File: src/rtl/wb_pkg.sv
// Shared types and constants for the register writeback block.
// The optional WB_BYPASS_EN macro is consumed by reg_writeback, not by this package.
package wb_pkg;
    localparam int WB_NUM_REGS = 32;
    localparam int WB_ADDR_W   = 5;
    localparam int WB_DATA_W   = 32;

    typedef struct packed {
        logic [WB_ADDR_W-1:0] addr;
        logic [WB_DATA_W-1:0] data;
    } wb_result_t;
endpackage

File: src/rtl/wb_fifo.sv
// Small FIFO of pending extension-unit results; storage is registered, head is read directly.
import wb_pkg::*;

module wb_fifo #(
    parameter int DEPTH = 4
) (
    input  logic                   clk_i,
    input  logic                   rst_ni,
    input  logic                   push_i,
    input  logic                   pop_i,
    input  wb_result_t             wdata_i,
    output wb_result_t             head_o,
    output logic                   full_o,
    output logic                   empty_o,
    output logic [$clog2(DEPTH):0] count_o
);
    localparam int PW = $clog2(DEPTH);
    localparam logic [PW-1:0] PTR_ONE = {{(PW-1){1'b0}}, 1'b1};
    localparam logic [PW:0]   CNT_ONE = {{PW{1'b0}}, 1'b1};
    localparam logic [PW:0]   CNT_MAX = (PW+1)'(DEPTH);

    wb_result_t    mem_q [DEPTH];
    logic [PW-1:0] wr_ptr_q, wr_ptr_d;
    logic [PW-1:0] rd_ptr_q, rd_ptr_d;
    logic [PW:0]   count_q, count_d;
    logic          do_push_s, do_pop_s;

    assign full_o    = (count_q == CNT_MAX);
    assign empty_o   = (count_q == '0);
    assign count_o   = count_q;
    assign head_o    = mem_q[rd_ptr_q];
    assign do_push_s = push_i && !full_o;
    assign do_pop_s  = pop_i && !empty_o;

    // Pointer and occupancy next state; power-of-two depth lets pointers wrap naturally.
    always_comb begin
        wr_ptr_d = wr_ptr_q;
        rd_ptr_d = rd_ptr_q;
        count_d  = count_q;
        if (do_push_s) begin
            wr_ptr_d = wr_ptr_q + PTR_ONE;
        end else begin
            wr_ptr_d = wr_ptr_q;
        end
        if (do_pop_s) begin
            rd_ptr_d = rd_ptr_q + PTR_ONE;
        end else begin
            rd_ptr_d = rd_ptr_q;
        end
        case ({do_push_s, do_pop_s})
            2'b10:   count_d = count_q + CNT_ONE;
            2'b01:   count_d = count_q - CNT_ONE;
            default: count_d = count_q;
        endcase
    end

    // Control state register.
    always_ff @(posedge clk_i) begin
        if (!rst_ni) begin
            wr_ptr_q <= '0;
            rd_ptr_q <= '0;
            count_q  <= '0;
        end else begin
            wr_ptr_q <= wr_ptr_d;
            rd_ptr_q <= rd_ptr_d;
            count_q  <= count_d;
        end
    end

    // Data storage needs no reset: entries are only visible once counted.
    always_ff @(posedge clk_i) begin
        if (do_push_s && rst_ni) begin
            mem_q[wr_ptr_q] <= wdata_i;
        end
    end
endmodule

File: src/rtl/reg_writeback.sv
// Writeback stage: merges ALU and buffered mul/div results, tracks pending destinations.
// Define WB_BYPASS_EN to compile in operand forwarding from ALU, FIFO head and wb output.
import wb_pkg::*;

module reg_writeback #(
    parameter int ADDR_SIZE  = 5,
    parameter int XLEN       = 32,
    parameter int FIFO_DEPTH = 4
) (
    input  logic                          clk,
    input  logic                          rst,
    input  logic                          alu_valid,
    input  logic [ADDR_SIZE-1:0]          alu_rd,
    input  logic signed [XLEN-1:0]        alu_data,
    input  logic                          ext_valid,
    output logic                          ext_ready,
    input  logic [ADDR_SIZE-1:0]          ext_rd,
    input  logic signed [XLEN-1:0]        ext_data,
    input  logic                          issue_valid,
    input  logic [ADDR_SIZE-1:0]          issue_rd,
    input  logic [ADDR_SIZE-1:0]          rs1_addr,
    input  logic [ADDR_SIZE-1:0]          rs2_addr,
    output logic                          hazard1,
    output logic                          hazard2,
    output logic                          fwd_valid1,
    output logic                          fwd_valid2,
    output logic signed [XLEN-1:0]        fwd_data1,
    output logic signed [XLEN-1:0]        fwd_data2,
    output logic                          wb_write_enable,
    output logic [ADDR_SIZE-1:0]          wb_write_addr,
    output logic signed [XLEN-1:0]        wb_write_data,
    output logic [$clog2(FIFO_DEPTH):0]   fifo_count
);
    wb_result_t                push_data_s, head_s;
    logic                      fifo_full_s, fifo_empty_s;
    logic                      alu_take_s, ext_push_s, fifo_pop_s;
    logic                      wb_en_q, wb_en_d;
    logic [ADDR_SIZE-1:0]      wb_addr_q, wb_addr_d;
    logic signed [XLEN-1:0]    wb_data_q, wb_data_d;
    logic [WB_NUM_REGS-1:0]    busy_q, busy_d;

    assign alu_take_s       = alu_valid && (alu_rd != '0);
    assign ext_ready        = !fifo_full_s;
    assign ext_push_s       = ext_valid && ext_ready && (ext_rd != '0);
    assign fifo_pop_s       = !alu_take_s && !fifo_empty_s;
    assign push_data_s.addr = WB_ADDR_W'(ext_rd);
    assign push_data_s.data = WB_DATA_W'(ext_data);

    wb_fifo #(.DEPTH(FIFO_DEPTH)) u_fifo (
        .clk_i   (clk),
        .rst_ni  (rst),
        .push_i  (ext_push_s),
        .pop_i   (fifo_pop_s),
        .wdata_i (push_data_s),
        .head_o  (head_s),
        .full_o  (fifo_full_s),
        .empty_o (fifo_empty_s),
        .count_o (fifo_count)
    );

    // Output selection (ALU wins over FIFO) and scoreboard update; set beats clear.
    always_comb begin
        wb_en_d   = 1'b0;
        wb_addr_d = '0;
        wb_data_d = '0;
        busy_d    = busy_q;
        if (alu_take_s) begin
            wb_en_d   = 1'b1;
            wb_addr_d = alu_rd;
            wb_data_d = alu_data;
        end else if (!fifo_empty_s) begin
            wb_en_d   = 1'b1;
            wb_addr_d = ADDR_SIZE'(head_s.addr);
            wb_data_d = XLEN'(head_s.data);
        end else begin
            wb_en_d   = 1'b0;
        end
        if (wb_en_q) begin
            busy_d[wb_addr_q] = 1'b0;
        end else begin
            busy_d = busy_d;
        end
        if (issue_valid && (issue_rd != '0)) begin
            busy_d[issue_rd] = 1'b1;
        end else begin
            busy_d = busy_d;
        end
        busy_d[0] = 1'b0;
    end

    // Registered writeback port and scoreboard.
    always_ff @(posedge clk) begin
        if (!rst) begin
            wb_en_q   <= 1'b0;
            wb_addr_q <= '0;
            wb_data_q <= '0;
            busy_q    <= '0;
        end else begin
            wb_en_q   <= wb_en_d;
            wb_addr_q <= wb_addr_d;
            wb_data_q <= wb_data_d;
            busy_q    <= busy_d;
        end
    end

    assign wb_write_enable = wb_en_q;
    assign wb_write_addr   = wb_addr_q;
    assign wb_write_data   = wb_data_q;

`ifdef WB_BYPASS_EN
    // Youngest producer first: ALU, then FIFO head, then the result being written.
    function automatic logic [XLEN:0] bypass(input logic [ADDR_SIZE-1:0] rs);
        logic [XLEN:0] r;
        r = '0;
        if (alu_take_s && (alu_rd == rs)) begin
            r = {1'b1, alu_data};
        end else if (!fifo_empty_s && (ADDR_SIZE'(head_s.addr) == rs)) begin
            r = {1'b1, XLEN'(head_s.data)};
        end else if (wb_en_q && (wb_addr_q == rs)) begin
            r = {1'b1, wb_data_q};
        end else begin
            r = '0;
        end
        return r;
    endfunction
`endif

    // Source hazard and forwarding; x0 is never marked busy.
    always_comb begin
        hazard1 = (rs1_addr != '0) && busy_q[rs1_addr];
        hazard2 = (rs2_addr != '0) && busy_q[rs2_addr];
`ifdef WB_BYPASS_EN
        {fwd_valid1, fwd_data1} = bypass(rs1_addr);
        {fwd_valid2, fwd_data2} = bypass(rs2_addr);
        hazard1 = hazard1 && !fwd_valid1;
        hazard2 = hazard2 && !fwd_valid2;
`else
        fwd_valid1 = 1'b0;
        fwd_valid2 = 1'b0;
        fwd_data1  = '0;
        fwd_data2  = '0;
`endif
    end
endmodule

File: config.mk
export PLATFORM = sky130hd
export DESIGN_NAME = reg_writeback
export DESIGN_NICKNAME = d
export VERILOG_FILES = /design/src/rtl/wb_pkg.sv /design/src/rtl/wb_fifo.sv /design/src/rtl/reg_writeback.sv
export SDC_FILE = /design/constraint.sdc
export NUM_CORES = 1
export LEC_CHECK = 0
export ABC_CLOCK_PERIOD_IN_PS = 4000
export BUFFER_PORTS_ARGS = -buffer_cell sky130_fd_sc_hd__buf_2
export CELL_PAD_IN_SITES_DETAIL_PLACEMENT = 1
export CELL_PAD_IN_SITES_GLOBAL_PLACEMENT = 1
export CORE_MARGIN = 2
export CORE_UTILIZATION = 44
export DETAILED_ROUTE_END_ITERATION = 10
export PLACE_DENSITY = 0.92
export SYNTH_ARGS = -nofsm -noshare
export SYNTH_HDL_FRONTEND = slang
export SYNTH_SLANG_ARGS = --single-unit
File: constraint.sdc
create_clock -name clk -period 4 [get_ports clk]
set_input_delay 0.8 -clock clk [delete_from_list [all_inputs] [get_ports clk]]
set_output_delay 0.8 -clock clk [all_outputs]
set_load 0.05 [all_outputs]
==> impl_metrics.ini <==
[outcome]
status = finished, final reports clean

[timing]
fin_skew_ns = 0.01094
hold_viol_final = 0
fmax_mhz = 310.5
fin_ws_ns = 0.7795
final_max_slew_viol_count = 0
slew_headroom_pct = 22.84
tns_ns = 0
worst_pin_slew_ns = 1.155
period_share_pct = 80.51
rsz0062_at_grt = false
finalSetupViolCount = 0
min_period_ns = 3.221

[clock_network]
cts_resized = 0
clk_pin_slew_ns = 0.06
clock_path_buffers = 3
root_buffer = clkbuf_16
ctsHtreeMaxLevel = 1
cts.sinks = 226
clk-insertion-delay-late_ns = 0.50
cts_tree = yes
cts_buffers = 23
cts_hold_buf = 0
cts_setup_buffers = 0

[routing]
drtPass1Iterations = 4
ant_nets = 0
detail_route.wl_per_cell_um = 21.35
viasPerCell = 5.378
num_vias = 6072
totalWireLength_mm = 24.11
drc = 0
drtIter0Drc = 303

[grt]
antenna_found_initial = 3
grt-ovfl-total = 0
grt_max_degree = 39
grt_pass1_vias = 6533
grt_first_pass_wirelength_mm = 36.68
track_usage_pct = 21.23

[final_layout]
syn2layout_area_growth_pct = 14.63
drive_gt1_share_pct = 27.70
fin_nets = 937
seqCellArea_sq_mm = 0.006008
multiInputGateArea_sq_mm = 0.003085
nFillCells = 2176

[synthesis]
ys_ff_latch = 226
synth_warnings = 0
synth_area_per_cell_sq_um = 13.45
synth_area_leaders = edfxtp_1 47%, dfxtp_1 16%, mux4_2 9.7%
async_reset_ff_share_pct = 0
synthesis.area_sq_mm = 0.009522
synthCells = 708
synth_common_cells = 148 x edfxtp_1, 78 x dfxtp_1, 72 x nand2_1
yosysSeqAreaShare_pct = 63.07
synth_cell_types = 47
synth_top_cell_by_area = edfxtp_1
synth_edf_count = 148
ys.flop_type = edfxtp_1
synth.most_common_cell = edfxtp_1
synth_top_area_share_pct = 46.68

[min_path]
hold_start = u_fifo.rd_ptr_q[1]$_SDFFE_PN0P_
holdPathStages = 2
hold_class = flop to flop

[run]
max-cap-violations = 0

[setup_path]
worstSetupStartpointType = input pin
regToRegSetupSlack_ns = 1.46
arrival_ns = 2.42
r2r-end = u_fifo.count_o[2]$_SDFFE_PN0P_
cp.required_ns = 3.20
crit_fanout = 13
end_kind = primary output
worst_r2r_path_depth = 9
critPathKind = input pin to primary output
r2r_start = u_fifo.count_o[2]$_SDFFE_PN0P_

[floorplan]
start_util_pct = 45.01
dieArea_sq_mm = 0.02283
die_h_um = 151.1
die_x_um = 151.1
core_area_sq_mm = 0.02115
io_pins = 204
num_rows = 53

[power_and_ir_drop]
ir_worst_vdd_mv = 0.4484
leakage_nw = 3.987
powerDensity_mw_per_mm2 = 569.3

[placement]
dp_slack_ns = 0.7603
portBuffers = 137
dp_hpwl_mm = 16.30
globalplace.congestion = 0.8426
==> critical path, stage by stage <==
cell and delay (ns):
buf_2 0.28, mux2_2 0.38, o311ai_0 0.31, a221oi_1 0.09, a221o_1 0.35, buf_2 0.21
==> per-stage QoR <==
step	cell area [sq um]	hold WS [ns]	cells	total power [W]	utilization [%]
final	10910	0.4906	1129	0.006214	51.59
after global routing	10910	0.5045	1127	0.006469	51.57
after CTS	10910	0.4846	1127	0.006277	51.57
after detailed placement	10200	0.4748	1087	0.004250	48.23
after global placement	10200	0.4569	1087	0.004193	48.23
after floorplan	9766	0.4489	773	0.003905	-
==> cell families after synthesis <==
family	Yosys count	synth area share, %
flops	226	63.07
mux	62	12.01
fa+ha+maj	6	0.8673
xor+xnor	3	0.2760
other cells	1	0.03938
simple gates	167	8.647
buf+inv	113	7.267
compound gates	130	7.819
==> metal layers <==
metal  up-vias  global-route usage [%]  routed length [um]
met5         -                       0                  11
met4         2                   4.766                 298
met3        30                   4.157                1615
met2       206                   39.43               12930
met1      3036                   25.49                9251
li1       2798                       -                   -
==> worst max path at each step <==
stage	startpoint	slack (ns)	to
after global placement	rs2_addr[1]	0.85	hazard2
after floorplan	alu_rd[1]	0.85	u_fifo.count_o[2]$_SDFFE_PN0P_
final	rs2_addr[1]	0.78	hazard2
after global routing	rs2_addr[1]	0.69	hazard2
after CTS	rs2_addr[1]	0.79	hazard2
after detailed placement	ext_rd[0]	0.76	u_fifo.count_o[2]$_SDFFE_PN0P_
==> power breakdown <==
group	internal [W]	total, W	switching [W]	leakage [nW]
Clock	0.00119	0.00203	0.000848	0.337
Combinational	0.000446	0.00137	0.000929	1.67
Sequential	0.00267	0.00281	0.000139	1.98
Total	0.00430	0.00621	0.00192	3.99
==> flip-flops by register name (all words and copies together) (netlist names), named ones only <==
| register | count |
|---|---|
| busy_q | 31 |
| wb_write_enable | 1 |
| u_fifo.mem_q | 148 |
| u_fifo.wr_ptr_q | 2 |
| wb_write_data | 32 |
| u_fifo.rd_ptr_q | 2 |
| u_fifo.count_o | 3 |
| wb_write_addr | 5 |
==> final cells by class <==
cell class,instances,area share [%]
clock inverter,11,0.9974
inverter,9,0.3095
sequential,226,55.05
multi-input combinational,434,28.27
timing repair buffer,143,6.695
antenna,2,0.04586
tap,275,3.153
clock buffer,29,5.480
==> cell usage in the layout, fill, tap and decap left out, types with 3 or more instances in the layout <==
| cell | count |
|---|---|
| a2111oi_0 | 4 |
| a21oi_1 | 69 |
| a32oi_1 | 7 |
| and3_2 | 4 |
| buf_2 | 137 |
| buf_4 | 6 |
| clkbuf_1 | 6 |
| clkbuf_16 | 23 |
| clkinv_1 | 4 |
| conb_1 | 66 |
| dfxtp_1 | 76 |
| edfxtp_1 | 148 |
| ha_1 | 5 |
| inv_1 | 8 |
| mux2_2 | 8 |
| mux2i_1 | 13 |
| mux4_2 | 41 |
| nand2_1 | 72 |
| nand2b_1 | 3 |
| nand3_1 | 37 |
| nand3b_1 | 5 |
| nor2_1 | 14 |
| nor2b_1 | 6 |
| nor3b_1 | 6 |
| o21ai_0 | 33 |
| or3_1 | 3 |
| or3b_2 | 4 |
(Power assumes the default switching activity.)
